### src/rtl/mem_port_arbiter_if.sv
// Bus bundle between the CPU fetch/data ports, the arbiter and the unified SRAM.
// The arbiter connects through the slave modport; the CPU/SRAM side uses master.
interface mem_port_arbiter_if #(
    parameter int ADDR_W = 32,
    parameter int DATA_W = 32
);
    logic              instr_req_i;
    logic [ADDR_W-1:0] instr_addr_i;
    logic              instr_gnt_o;
    logic              instr_rvalid_o;
    logic [DATA_W-1:0] instr_rdata_o;

    logic              data_req_i;
    logic              data_we_i;
    logic [ADDR_W-1:0] data_addr_i;
    logic [DATA_W-1:0] data_wdata_i;
    logic              data_gnt_o;
    logic              data_rvalid_o;
    logic [DATA_W-1:0] data_rdata_o;

    logic              mem_req_o;
    logic              mem_we_o;
    logic [ADDR_W-1:0] mem_addr_o;
    logic [DATA_W-1:0] mem_wdata_o;
    logic [DATA_W-1:0] mem_rdata_i;

    modport slave (
        input  instr_req_i, instr_addr_i,
        output instr_gnt_o, instr_rvalid_o, instr_rdata_o,
        input  data_req_i, data_we_i, data_addr_i, data_wdata_i,
        output data_gnt_o, data_rvalid_o, data_rdata_o,
        output mem_req_o, mem_we_o, mem_addr_o, mem_wdata_o,
        input  mem_rdata_i
    );

    modport master (
        output instr_req_i, instr_addr_i,
        input  instr_gnt_o, instr_rvalid_o, instr_rdata_o,
        output data_req_i, data_we_i, data_addr_i, data_wdata_i,
        input  data_gnt_o, data_rvalid_o, data_rdata_o,
        input  mem_req_o, mem_we_o, mem_addr_o, mem_wdata_o,
        output mem_rdata_i
    );
endinterface

### src/rtl/mem_port_arbiter.sv
// Fixed-priority (data first) arbiter sharing one single-port SRAM between fetch and data,
// with a starvation guard for fetch. Optional perf counters via `define ARB_PERF_CNT_EN.
module mem_port_arbiter #(
    parameter int ADDR_W       = 32,
    parameter int DATA_W       = 32,
    parameter int STARVE_LIMIT = 4
) (
    input  logic                 clk_i,
    input  logic                 reset_ni,
    mem_port_arbiter_if.slave    bus
`ifdef ARB_PERF_CNT_EN
    ,
    output logic [31:0]          conflict_cnt_o,
    output logic [31:0]          starve_evt_cnt_o
`endif
);

    localparam logic [7:0] LIMIT = 8'(STARVE_LIMIT);

    typedef enum logic {
        OWNER_INSTR = 1'b0,
        OWNER_DATA  = 1'b1
    } owner_e;

    logic [7:0] starve_cnt_q, starve_cnt_d;
    logic       rd_pending_q, rd_pending_d;
    owner_e     rd_owner_q, rd_owner_d;

    logic starve_hit;
    logic instr_gnt;
    logic data_gnt;
    logic resp_valid;

    // Everything is gated by reset_ni so outputs read zero for the whole reset cycle,
    // including the one where stale state is still held in the registers.
    always_comb begin
        starve_hit = (starve_cnt_q == LIMIT);
        instr_gnt  = reset_ni & bus.instr_req_i & (~bus.data_req_i | starve_hit);
        data_gnt   = reset_ni & bus.data_req_i & ~instr_gnt;
        resp_valid = reset_ni & rd_pending_q;
    end

    always_comb begin
        bus.instr_gnt_o = instr_gnt;
        bus.data_gnt_o  = data_gnt;
        bus.mem_req_o   = instr_gnt | data_gnt;
        bus.mem_we_o    = data_gnt & bus.data_we_i;
        bus.mem_addr_o  = '0;
        bus.mem_wdata_o = '0;
        if (instr_gnt) begin
            bus.mem_addr_o = bus.instr_addr_i;
        end else if (data_gnt) begin
            bus.mem_addr_o  = bus.data_addr_i;
            bus.mem_wdata_o = bus.data_wdata_i;
        end

        bus.instr_rvalid_o = resp_valid & (rd_owner_q == OWNER_INSTR);
        bus.data_rvalid_o  = resp_valid & (rd_owner_q == OWNER_DATA);
        bus.instr_rdata_o  = bus.instr_rvalid_o ? bus.mem_rdata_i : '0;
        bus.data_rdata_o   = bus.data_rvalid_o  ? bus.mem_rdata_i : '0;
    end

    always_comb begin
        starve_cnt_d = starve_cnt_q;
        rd_pending_d = 1'b0;
        rd_owner_d   = OWNER_INSTR;
        if (instr_gnt || !bus.instr_req_i) begin
            starve_cnt_d = '0;
        end else if (starve_cnt_q < LIMIT) begin
            starve_cnt_d = starve_cnt_q + 8'd1;
        end
        if (data_gnt) begin
            rd_pending_d = ~bus.data_we_i;
            rd_owner_d   = OWNER_DATA;
        end else if (instr_gnt) begin
            rd_pending_d = 1'b1;
        end
    end

    always_ff @(posedge clk_i) begin
        if (!reset_ni) begin
            starve_cnt_q <= '0;
            rd_pending_q <= 1'b0;
            rd_owner_q   <= OWNER_INSTR;
        end else begin
            starve_cnt_q <= starve_cnt_d;
            rd_pending_q <= rd_pending_d;
            rd_owner_q   <= rd_owner_d;
        end
    end

`ifdef ARB_PERF_CNT_EN
    logic [31:0] conflict_cnt_q;
    logic [31:0] starve_evt_cnt_q;

    // A starvation event is an instr grant that only happened because the guard overrode data.
    always_ff @(posedge clk_i) begin
        if (!reset_ni) begin
            conflict_cnt_q   <= '0;
            starve_evt_cnt_q <= '0;
        end else begin
            if (bus.instr_req_i && bus.data_req_i) begin
                conflict_cnt_q <= conflict_cnt_q + 32'd1;
            end
            if (instr_gnt && bus.data_req_i && starve_hit) begin
                starve_evt_cnt_q <= starve_evt_cnt_q + 32'd1;
            end
        end
    end

    assign conflict_cnt_o   = reset_ni ? conflict_cnt_q   : '0;
    assign starve_evt_cnt_o = reset_ni ? starve_evt_cnt_q : '0;
`endif

endmodule

### src/flat_wrapper.sv
// flat-port wrapper written by rule: the top's interface ports become plain ports
module mem_port_arbiter_flat 
#(
    parameter int ADDR_W       = 32,
    parameter int DATA_W       = 32,
    parameter int STARVE_LIMIT = 4
)
  (clk_i, reset_ni, bus_instr_req_i, bus_instr_addr_i, bus_instr_gnt_o, bus_instr_rvalid_o, bus_instr_rdata_o, bus_data_req_i, bus_data_we_i, bus_data_addr_i, bus_data_wdata_i, bus_data_gnt_o, bus_data_rvalid_o, bus_data_rdata_o, bus_mem_req_o, bus_mem_we_o, bus_mem_addr_o, bus_mem_wdata_o, bus_mem_rdata_i);
  mem_port_arbiter_if #(.ADDR_W(ADDR_W), .DATA_W(DATA_W)) bus_i ();
  input  logic clk_i;
  input  logic reset_ni;
  input wire logic [$bits(bus_i.instr_req_i)-1:0] bus_instr_req_i;
  input wire logic [$bits(bus_i.instr_addr_i)-1:0] bus_instr_addr_i;
  output wire logic [$bits(bus_i.instr_gnt_o)-1:0] bus_instr_gnt_o;
  output wire logic [$bits(bus_i.instr_rvalid_o)-1:0] bus_instr_rvalid_o;
  output wire logic [$bits(bus_i.instr_rdata_o)-1:0] bus_instr_rdata_o;
  input wire logic [$bits(bus_i.data_req_i)-1:0] bus_data_req_i;
  input wire logic [$bits(bus_i.data_we_i)-1:0] bus_data_we_i;
  input wire logic [$bits(bus_i.data_addr_i)-1:0] bus_data_addr_i;
  input wire logic [$bits(bus_i.data_wdata_i)-1:0] bus_data_wdata_i;
  output wire logic [$bits(bus_i.data_gnt_o)-1:0] bus_data_gnt_o;
  output wire logic [$bits(bus_i.data_rvalid_o)-1:0] bus_data_rvalid_o;
  output wire logic [$bits(bus_i.data_rdata_o)-1:0] bus_data_rdata_o;
  output wire logic [$bits(bus_i.mem_req_o)-1:0] bus_mem_req_o;
  output wire logic [$bits(bus_i.mem_we_o)-1:0] bus_mem_we_o;
  output wire logic [$bits(bus_i.mem_addr_o)-1:0] bus_mem_addr_o;
  output wire logic [$bits(bus_i.mem_wdata_o)-1:0] bus_mem_wdata_o;
  input wire logic [$bits(bus_i.mem_rdata_i)-1:0] bus_mem_rdata_i;
  assign bus_i.instr_req_i = bus_instr_req_i;
  assign bus_i.instr_addr_i = bus_instr_addr_i;
  assign bus_instr_gnt_o = bus_i.instr_gnt_o;
  assign bus_instr_rvalid_o = bus_i.instr_rvalid_o;
  assign bus_instr_rdata_o = bus_i.instr_rdata_o;
  assign bus_i.data_req_i = bus_data_req_i;
  assign bus_i.data_we_i = bus_data_we_i;
  assign bus_i.data_addr_i = bus_data_addr_i;
  assign bus_i.data_wdata_i = bus_data_wdata_i;
  assign bus_data_gnt_o = bus_i.data_gnt_o;
  assign bus_data_rvalid_o = bus_i.data_rvalid_o;
  assign bus_data_rdata_o = bus_i.data_rdata_o;
  assign bus_mem_req_o = bus_i.mem_req_o;
  assign bus_mem_we_o = bus_i.mem_we_o;
  assign bus_mem_addr_o = bus_i.mem_addr_o;
  assign bus_mem_wdata_o = bus_i.mem_wdata_o;
  assign bus_i.mem_rdata_i = bus_mem_rdata_i;
  mem_port_arbiter #(.ADDR_W(ADDR_W), .DATA_W(DATA_W), .STARVE_LIMIT(STARVE_LIMIT)) u_core (.clk_i(clk_i), .reset_ni(reset_ni), .bus(bus_i));
endmodule
### config.mk
export PLATFORM = sky130hd
export DESIGN_NAME = mem_port_arbiter_flat
export DESIGN_NICKNAME = d
export VERILOG_FILES = /design/src/rtl/mem_port_arbiter_if.sv /design/src/rtl/mem_port_arbiter.sv /design/src/flat_wrapper.sv
export SDC_FILE = /design/constraint.sdc
export NUM_CORES = 1
export LEC_CHECK = 0
export CAP_MARGIN = 5
export CORE_AREA = 4 4 100 102
export CTS_BUF_LIST = sky130_fd_sc_hd__clkbuf_16
export DETAILED_ROUTE_END_ITERATION = 16
export DIE_AREA = 0 0 104 106
export PLACE_DENSITY = 0.67
export SYNTH_ARGS = -nofsm -noshare
export SYNTH_HDL_FRONTEND = slang
export SYNTH_SLANG_ARGS = --single-unit
### constraint.sdc
create_clock -name clk_i -period 2.7 [get_ports clk_i]
set_input_delay 0.54 -clock clk_i [delete_from_list [all_inputs] [get_ports clk_i]]
set_output_delay 0.54 -clock clk_i [all_outputs]
set_load 0.005 [all_outputs]
### Yosys cells after proc, flatten, opt, wreduce, memory -nomap -nowiden

Cells that the tools add are included.

* $lt $le $gt $ge: 1
* reduce and logical (&&, ||, !) cells: 3
* add/subtract/negate cells: 1
* bitwise logic cells: 15
* equality and inequality tests: 1
* multiplexer cells: 9

Operators with widths (count)
* two-way mux 32 bit: 6
* adder 8 x 1 -> 8 bit, second input constant: 1
* AND 1 bit: 8
* == test 8 x 3 -> 1 bit, second input constant: 1
* < comparator 8 x 3 -> 1 bit, second input constant: 1
* inverter 1 bit: 5
* two-way mux 1 bit: 3
* bitwise OR 1 bit: 2
* OR reduction 2 bit: 1
* logical NOT 1 bit: 1
* logical OR 1 bit: 1

* bits of input ports: 133
* output and inout bits: 134
* logic and storage cells: 33
* flip-flop bits (word level): 10

### Logic depth before layout (Yosys ltp)

* depth after elaboration: 7
* gate-level depth with buffers: 7
* depth with buffers taken out: 5

### Least setup slack after synthesis

OpenSTA, ideal clock, no wires.

* kind: register to output
* start point: register u_core.starve_cnt_q[3]
* end point: output port bus_mem_addr_o[10]
* stages on the path, launching flop included: 7
* buffers on the path: 3
* required time: 2160 ps
* path slack: 638 ps
* data arrival time: 1522 ps
* path through: dfxtp_1 > or3_1 > buf_2 > o31a_1 > buf_6 > buf_6 > a32o_1

* word-level cells in the longest chain between the ends: 7

RTL lines
* start: declaration: line mem_port_arbiter.sv:25 `logic [7:0] starve_cnt_q, starve_cnt_d;`
* start signal: assignment: line mem_port_arbiter.sv:86 `starve_cnt_q <= starve_cnt_d;`
* == test 8 x 3 -> 1 bit (*): line mem_port_arbiter.sv:37 `starve_hit = (starve_cnt_q == LIMIT);`
* bitwise OR 1 bit (*): line mem_port_arbiter.sv:38 `instr_gnt = reset_ni & bus.instr_req_i & (~bus.data_req_i | starve_hit);`
* AND 1 bit (*): line mem_port_arbiter.sv:38
* inverter 1 bit: line mem_port_arbiter.sv:39 `data_gnt = reset_ni & bus.data_req_i & ~instr_gnt;`
* AND 1 bit: line mem_port_arbiter.sv:39
* two-way mux 32 bit: line mem_port_arbiter.sv:52 `end else if (data_gnt) begin`
* two-way mux 32 bit (*): line mem_port_arbiter.sv:50 `if (instr_gnt) begin`
* end: declaration: line flat_wrapper.sv:26 `output wire logic [$bits(bus_i.mem_addr_o)-1:0] bus_mem_addr_o;`

Every way passes the cells marked *; elsewhere a longest branch is shown, timed or not.

### Worst setup path in the final report

* start point: register u_core.starve_cnt_q[7]
* end point: output port bus_mem_addr_o[6]

The elaborated chain is that of the path after synthesis.

==> impl_summary.md <==
Finish
The number of antenna cells inserted is 0. The ratio of cells with drive above 1 in the final layout is 7.31%. Relative to the synthesized area, the layout overhead comes to 203%. The core utilization of the finished layout is 49.5%. In the final layout, flip-flops and latches occupy 201 sq um.

The multi-input combinational cell area is 1190 sq um. The number of fill cells is 914. The final layout net count is 602.

Routing
The post-detailed-route DRC marker count is 0. The first TritonRoute pass finished after 5 iterations. The via-per-instance ratio is 4.43. Summed over all layers, the routed wires come to 10200 microns.

Dividing the detail-routed wire length by the instance count gives 17.8 microns. The detail route stage leaves a number of antenna-violating nets equal to 0. The via count is 2551. The initial detailed-routing violation count is 123.

Timing
The final worst clock skew is 0.624 ps. The number of endpoints failing setup at the final stage is 0. The count of pins over their slew limit is 0. The worst pin sits at a relative slew slack of 67.3%. Setup slack closes at 31.2 ps. The clock period could shrink to 2670 ps. The worst hold slack after final layout is 500 ps.

The measured slew at the worst slew-check pin is 487 ps. Dividing the final minimum period by the clock period gives 98.8%. For the final routed database, the setup TNS stands at 0 ps. The upper clock frequency limit is 0.375 GHz. Setup repair after global routing could not meet its margin everywhere. The hold violation count in the final report came to 0.

Worst setup path
In this design, the largest share of critical-path delay is due to compound AO/OA/AOI/OAI gates. STA classifies the critical path endpoint as a primary output. For this run, the slowest stage of the critical path takes 410 ps. The setup path with the least slack is of type reg -> out. The worst setup path is launched from a register. At the worst endpoint, the required time is 2160 ps. The launch point of the critical path is u_core.starve_cnt_q[7]. The number of buffer and inverter stages on the critical path is 2.

The signal on the critical path passes through or3_4 -> o31a_4 -> bufbuf_16 -> a32o_1 -> dlygate4sd2_1. The arrival time reported for the critical path endpoint is 2130 ps. The biggest fanout along the worst timing path is 16. The start of the worst register-to-register path is u_core.starve_cnt_q[1]. The slowest cell on the critical path is sky130_fd_sc_hd__or3_4.

Placed design
The count of buffers added on input and output ports is 266. The final weighted congestion of routability-driven global placement is 0.851. The placed wire-length estimate is 8320 microns. The placement-stage worst setup slack is -209 ps.

Logic synthesis
By area, the combinational part of the netlist is dominated by simple AND/OR/NAND/NOR gates. The net count after synthesis is 333. Sorting the synthesized cells by area gives the leading types as sky130_fd_sc_hd__and2_1 43%, sky130_fd_sc_hd__a32o_1 22%, sky130_fd_sc_hd__dfxtp_1 13%, sky130_fd_sc_hd__buf_6 3.0%, sky130_fd_sc_hd__clkbuf_1 3.0%. Of the total synthesized cell area, the portion taken by full adders, half adders and majority gates is 1.68%. The number of distinct standard cells referenced by the synthesized netlist is 26.

The total of warnings raised by yosys is 0. The post-synthesis sequential element count is 10. The sequential-to-total area share from yosys stat is 13.5%.

Among all flip-flop cells after synthesis, the most frequent one is sky130_fd_sc_hd__dfxtp_1. After Yosys synthesis, XOR and XNOR cells account for 0% of the synthesized area. The compound-cell area share of the yosys netlist is 27.7%.

The average cell area after synthesis is 7.51 sq um. The biggest area contributor in the post-synthesis netlist is sky130_fd_sc_hd__and2_1. The synthesized netlist devotes 48.2% of its cell area to simple gates. Yosys mapped a number of flops with a built-in enable equal to 0. In the post-synthesis netlist, the cell with the most instances is sky130_fd_sc_hd__and2_1. The commonest cells after synthesis are 103 x sky130_fd_sc_hd__and2_1, 32 x sky130_fd_sc_hd__a32o_1, 12 x sky130_fd_sc_hd__clkbuf_1. After synthesis the cells add up to 1490 sq um. The share of synthesized flip-flops with an asynchronous set or reset is 0%.

Counting every instance in the synthesized netlist gives 198. The share of synthesized area in the top cell type comes to 43.3%. The multiplexer share of the synthesized area is 0%.

Power
The share of total power dissipated in sequential elements is 17.4%. The internal power is 0.671 mW. The share of total power consumed by net switching is 23.3%.

The clock network accounts for 29.0% of the total power. In this run, the combinational gates consume 53.5% of the power. The peak ir drop on the vdd network is 170 uV. Summed over all nets, the switching power comes to 0.203 mW. The power density over the cells is 194 nW/um^2. The analysis attributes to cell leakage a power of 1.98 nW.

Clocking
The total CTS buffers is 3. The CTS tree is built. The clock tree root driver cell is sky130_fd_sc_hd__clkbuf_16.

The maximum number of buffers from clock root to sink is 2. The register clock-pin slew on the reported worst setup and hold paths is 40 ps. Buffers inserted to repair hold after CTS numbered 0.

For this design, the sink count on the clock tree is 10. The insertion delay of the later-clocked pin in the worst-skew pair is 230 ps. The number of H-tree levels is 1.

Global routing
The overflow left after global routing is 0. The maximum number of pins on one net before global-route repair is 33. The via count of the first global-routing pass is 2567. The number of antenna violations at the first check in global routing was 2. The global-route usage over all layers is 17.3%. The wire length of the first global-routing pass is 15100 microns.

Die
The placeable core area is 9110 sq um. The die is 104 microns wide. The area enclosed by the die boundary is 11000 sq um. The number of primary I/O pins is 267. The die height is 106 microns.

For this configuration, the core starts out at a cell density of 16.3%. The number of core rows is 35.

Min path
The path class of the tightest hold or removal check is reg -> reg. The startpoint of the worst hold path is u_core.starve_cnt_q[7].

Status
The run finished with clean final reports.

Job
The number of maximum-capacitance violations is 0.
## logic make-up (layout without fill, tap and decap cells)
kind of cell | Yosys count | count (layout)
buf+inv | 26 | 293
compound gates | 44 | 44
flops | 10 | 10
simple gates | 116 | 116
fa+ha+maj | 2 | 2
## power by group through the flow
stage | combinational (mW) | clock [mW] | sequential [mW]
floorplan | 0.111 | 0 | 0.154
global placement | 0.467 | 0 | 0.155
detailed placement | 0.472 | 0 | 0.155
CTS | 0.473 | 0.261 | 0.153
global route | 0.502 | 0.271 | 0.153
finish | 0.468 | 0.254 | 0.153
## path summary, 6_finish.rpt
| path | to | slack, ps | depth (start not counted) |
|---|---|---|---|
| hold / removal | u_core.starve_cnt_q[7] | 500 | 1 |
| hold reg to reg | u_core.starve_cnt_q[7] | 500 | 1 |
| setup reg to reg | u_core.starve_cnt_q[4] | 1300 | 6 |
| setup / recovery | bus_mem_addr_o[6] | 30 | 5 |
## state kept, by name, indices dropped and copies added, names as in the netlist
name,count
u_core.rd_owner_q,1
u_core.rd_pending_q,1
u_core.starve_cnt_q,8
## metal layers
layer	track usage (%)	vias up	part of all wire, %
li1	-	1238	-
met1	19.5	1142	37
met2	32.7	153	52
met3	4.68	14	8.7
met4	3.23	4	1.3
met5	0	-	0.20
## cells in the final DEF, fill, tap and decap left out
cell type,synthesis,layout
sky130_fd_sc_hd__nor3_1,2,2
sky130_fd_sc_hd__o31a_1,2,1
sky130_fd_sc_hd__dlymetal6s2s_1,0,1
sky130_fd_sc_hd__dfxtp_1,10,9
sky130_fd_sc_hd__ha_1,2,1
sky130_fd_sc_hd__and3_1,4,4
sky130_fd_sc_hd__clkdlybuf4s15_1,0,3
sky130_fd_sc_hd__o211a_1,1,1
sky130_fd_sc_hd__inv_1,4,2
sky130_fd_sc_hd__clkdlybuf4s50_1,0,198
sky130_fd_sc_hd__a32o_1,32,32
sky130_fd_sc_hd__a31oi_1,1,1
sky130_fd_sc_hd__clkbuf_16,0,3
sky130_fd_sc_hd__bufbuf_16,0,2
sky130_fd_sc_hd__o21a_1,2,2
sky130_fd_sc_hd__nor2_1,3,3
sky130_fd_sc_hd__nand3_1,1,1
sky130_fd_sc_hd__o21ai_2,1,1
sky130_fd_sc_hd__a21o_1,1,1
sky130_fd_sc_hd__nand4bb_4,0,1
sky130_fd_sc_hd__inv_2,0,2
sky130_fd_sc_hd__dlygate4sd2_1,0,63
sky130_fd_sc_hd__a22o_1,1,1
sky130_fd_sc_hd__clkdlybuf4s15_2,0,1
sky130_fd_sc_hd__nand2_1,1,1
sky130_fd_sc_hd__or3_4,0,1
sky130_fd_sc_hd__buf_16,0,2
sky130_fd_sc_hd__o211ai_1,1,1
sky130_fd_sc_hd__and2_4,0,2
sky130_fd_sc_hd__o31a_4,0,1
sky130_fd_sc_hd__and2_1,103,101
sky130_fd_sc_hd__buf_12,0,5
sky130_fd_sc_hd__buf_4,0,11
sky130_fd_sc_hd__ha_2,0,1
sky130_fd_sc_hd__dfxtp_2,0,1
sky130_fd_sc_hd__a21oi_1,2,2
## area by class of cell
cell class | instances | area share, %
flip-flops and latches | 10 | 4.46
clock buffers | 3 | 1.66
multi-input cells | 162 | 26.4
repair buffers | 286 | 64.1
inverters | 4 | 0.333
well taps | 111 | 3.08
## through the flow
step	instance area (sq um)	power, mW	instances
after global routing	4510	0.925	576
after floorplan	1490	0.265	198
after CTS	4510	0.886	576
final	4510	0.874	576
after detailed placement	4330	0.626	567
after global placement	4330	0.622	567
## timing repair
item	in CTS	in global routing
endpoints found under the setup margin	89	18
setup buffers	2	0
pin swaps	2	2
gates resized for setup	81	4
cloned	4	0
No activity file was read; power rests on OpenSTA's default activity.
==> variant, RTL diff (same settings) <==
`DATA_W` is set to 32 in 3 places; all go to 40.
--- a/src/rtl/mem_port_arbiter_if.sv
+++ b/src/rtl/mem_port_arbiter_if.sv
@@ -2,7 +2,7 @@
 // The arbiter connects through the slave modport; the CPU/SRAM side uses master.
 interface mem_port_arbiter_if #(
     parameter int ADDR_W = 32,
-    parameter int DATA_W = 32
+    parameter int DATA_W = 40
 );
     logic              instr_req_i;
     logic [ADDR_W-1:0] instr_addr_i;
--- a/src/rtl/mem_port_arbiter.sv
+++ b/src/rtl/mem_port_arbiter.sv
@@ -2,7 +2,7 @@
 // with a starvation guard for fetch. Optional perf counters via `define ARB_PERF_CNT_EN.
 module mem_port_arbiter #(
     parameter int ADDR_W       = 32,
-    parameter int DATA_W       = 32,
+    parameter int DATA_W       = 40,
     parameter int STARVE_LIMIT = 4
 ) (
     input  logic                 clk_i,
--- a/src/flat_wrapper.sv
+++ b/src/flat_wrapper.sv
@@ -2,7 +2,7 @@
 module mem_port_arbiter_flat 
 #(
     parameter int ADDR_W       = 32,
-    parameter int DATA_W       = 32,
+    parameter int DATA_W       = 40,
     parameter int STARVE_LIMIT = 4
 )
   (clk_i, reset_ni, bus_instr_req_i, bus_instr_addr_i, bus_instr_gnt_o, bus_instr_rvalid_o, bus_instr_rdata_o, bus_data_req_i, bus_data_we_i, bus_data_addr_i, bus_data_wdata_i, bus_data_gnt_o, bus_data_rvalid_o, bus_data_rdata_o, bus_mem_req_o, bus_mem_we_o, bus_mem_addr_o, bus_mem_wdata_o, bus_mem_rdata_i);
Interface: changed (5 resized); port bits go from 267 to 307. The function was not compared with the original's and may differ.
==> variant against the unedited design <==
Count of clock-buffer cells in the layout is the same; power increased by 9.9%; sequential cell count unchanged; setup slack better by 0.024 ns; combinational power increased by 17%; global-route usage rose by 4.1 points; via count up 18%; synthesized cell count increased by 14%; first-iteration DRC count down 20%; cell area grew 19%; routed wire length up 29%; area after synthesis increased by 11%; critical endpoint is now bus_mem_addr_o[14]; largest cell class unchanged.
==> variant: results (changes against the unedited design) <==
| Metric | Value |
|---|---|
| Crit-path max FO | `14 (-2)` |
| Commonest cells post-synth | `and2_1 (127), a32o_1 (32), clkbuf_1 (16)` |
| Clk buf depth | `2 (unchanged)` |
| Met2 WL | `7260 µm (+35%)` |
| Cell variety after synth | `25 (-3.8%)` |
| Hold/Removal Path Class | `flop to flop` |
| Met2 Use GR | `0.440 (+0.113)` |
| Nets | `696 (+16%)` |
| Number of detailed-route iterations in the first pass | `4 (-1)` |
| Root buffer cell | `clkbuf_16` |
| Yosys Warn Count | `0 (unchanged)` |
| GR Util met1 | `0.199 (+0.00329)` |
| Met3 wire len | `1130 µm (+27%)` |
| Met1 wire length | `4360 µm (+14%)` |
| DRC viols | `0 (unchanged)` |
| Syn_area_per_cell | `7.32 µm² (-2.5%)` |
| Layout cells sized above 1 | `0.0921 (+0.0190)` |
| WL final | `13,200 µm (+29%)` |
| Synth area leaders | `and2_1 (48%), a32o_1 (19%), dfxtp_1 (12%), clkbuf_1 (3.6%), buf_6 (2.7%)` |
| Largest net degree at the start of global routing | `56 (+70%)` |
| Clock skew | `0.00345 ns (+0.00282 ns)` |
| Num CTS Buffers | `3 (unchanged)` |
| Slowest-stage cell, CP | `or3_4` |
| GR Layer Usage met3 | `0.0625 (+0.0158)` |
| PortBufs | `306 (+15%)` |
| Global-route wire length before repair | `18,400 µm (+22%)` |
| Critical path's top delay family | `buffers and inverters` |
| Vias | `3,004 (+18%)` |
| Cells after DPL | `628 (+11%)` |
| Slew @ Worst Pin | `0.481 ns (-0.00618 ns)` |
| Post-synth top flop | `dfxtp_1` |
| Crit path DAT | `2.10 ns (-0.03 ns)` |
| Final hold viol count | `0 (unchanged)` |
| Top flop regs | `u_core.starve_cnt_q (8), u_core.rd_owner_q (1), u_core.rd_pending_q (1)` |
| Cell Count, Final, Fillers Out | `654 (+14%)` |
| Ant. Diodes | `0 (unchanged)` |
| Detailed placement HPWL | `10,000 µm (+21%)` |
| Worst vdd ir | `180 µV (+5.6%)` |
| Placement Setup Slack | `-0.210 ns (-0.000480 ns)` |
| Syn_nets | `376 (+13%)` |
| Tot GR Track Use | `0.214 (+0.0413)` |
| Critical Path Max Stage Delay | `0.43 ns (+0.02 ns)` |
| Ys async rst share | `0 (unchanged)` |
| GRT overflow | `0 (unchanged)` |
| Post-synthesis sequential area ratio | `0.121 (-0.0131)` |
| Initial DRC count | `98 (-20%)` |
| Routability cong. | `0.739 (-13%)` |
| Status | `finished, final reports clean` |
| Clock-pin slew on the worst setup and hold paths | `0.04 ns (about the same)` |
| Top sig layer | `met5` |
| H-tree levels | `1 (unchanged)` |
| Sw power | `239 µW (+18%)` |
| Clk_lat worst skew | `0.24 ns` |
| Antenna violations before repair | `2 (unchanged)` |
| LEAKAGE | `2.82 nW (+42%)` |
| Vias in the first global route | `3,101 (+21%)` |
## variant: timing repair
action,in CTS,in global routing
setup buffers,7,5
setup endpoints to repair,141,70
pin swaps,3,4
gates cloned,8,3
resized for setup,142,49
## variant: path summary, 6_finish.rpt
path,from,to,slack [ns],cells after the start
min,u_core.starve_cnt_q[4],u_core.starve_cnt_q[4],0.49,1
min reg2reg,u_core.starve_cnt_q[4],u_core.starve_cnt_q[4],0.49,1
max,u_core.starve_cnt_q[3],bus_mem_addr_o[14],0.06,6
max reg2reg,u_core.starve_cnt_q[1],u_core.starve_cnt_q[5],1.35,6
## variant: power by group through the flow
stage / Sequential [mW] / Clock [mW] / Combinational [mW]
floorplan: 0.154 / 0 / 0.121
detailed placement: 0.155 / 0 / 0.532
CTS: 0.153 / 0.265 / 0.528
global placement: 0.155 / 0 / 0.527
finish: 0.153 / 0.259 / 0.549
global route: 0.153 / 0.272 / 0.584
## variant: cells by family (layout without fill, tap and decap cells)
group / count (synthesis) / count (layout) / synth area share
fa+ha+maj: 2 / 2 / 0.0152
buf+inv: 29 / 347 / 0.0873
simple gates: 140 / 140 / 0.526
flops: 10 / 10 / 0.121
compound gates: 44 / 44 / 0.250
## variant: per-stage QoR
stage,util,instance area (µm²),TNS (ns),hold WS (ns)
after floorplan,-,1650,0,0.448
after global placement,0.535,4870,-11.32,0.461
after detailed placement,0.535,4870,-11.01,0.481
after CTS,0.562,5120,-1.66,0.490
after global routing,0.588,5360,-0.0640,0.513
final,0.588,5360,0,0.495
## variant: final cells by class
type / count / area [µm²]
inverter: 4 / 15.0
multi-input combinational: 186 / 1370
fill: 827 / 3750
tap: 111 / 139
sequential: 10 / 203
clock buffer: 3 / 75.1
timing repair buffer: 340 / 3550
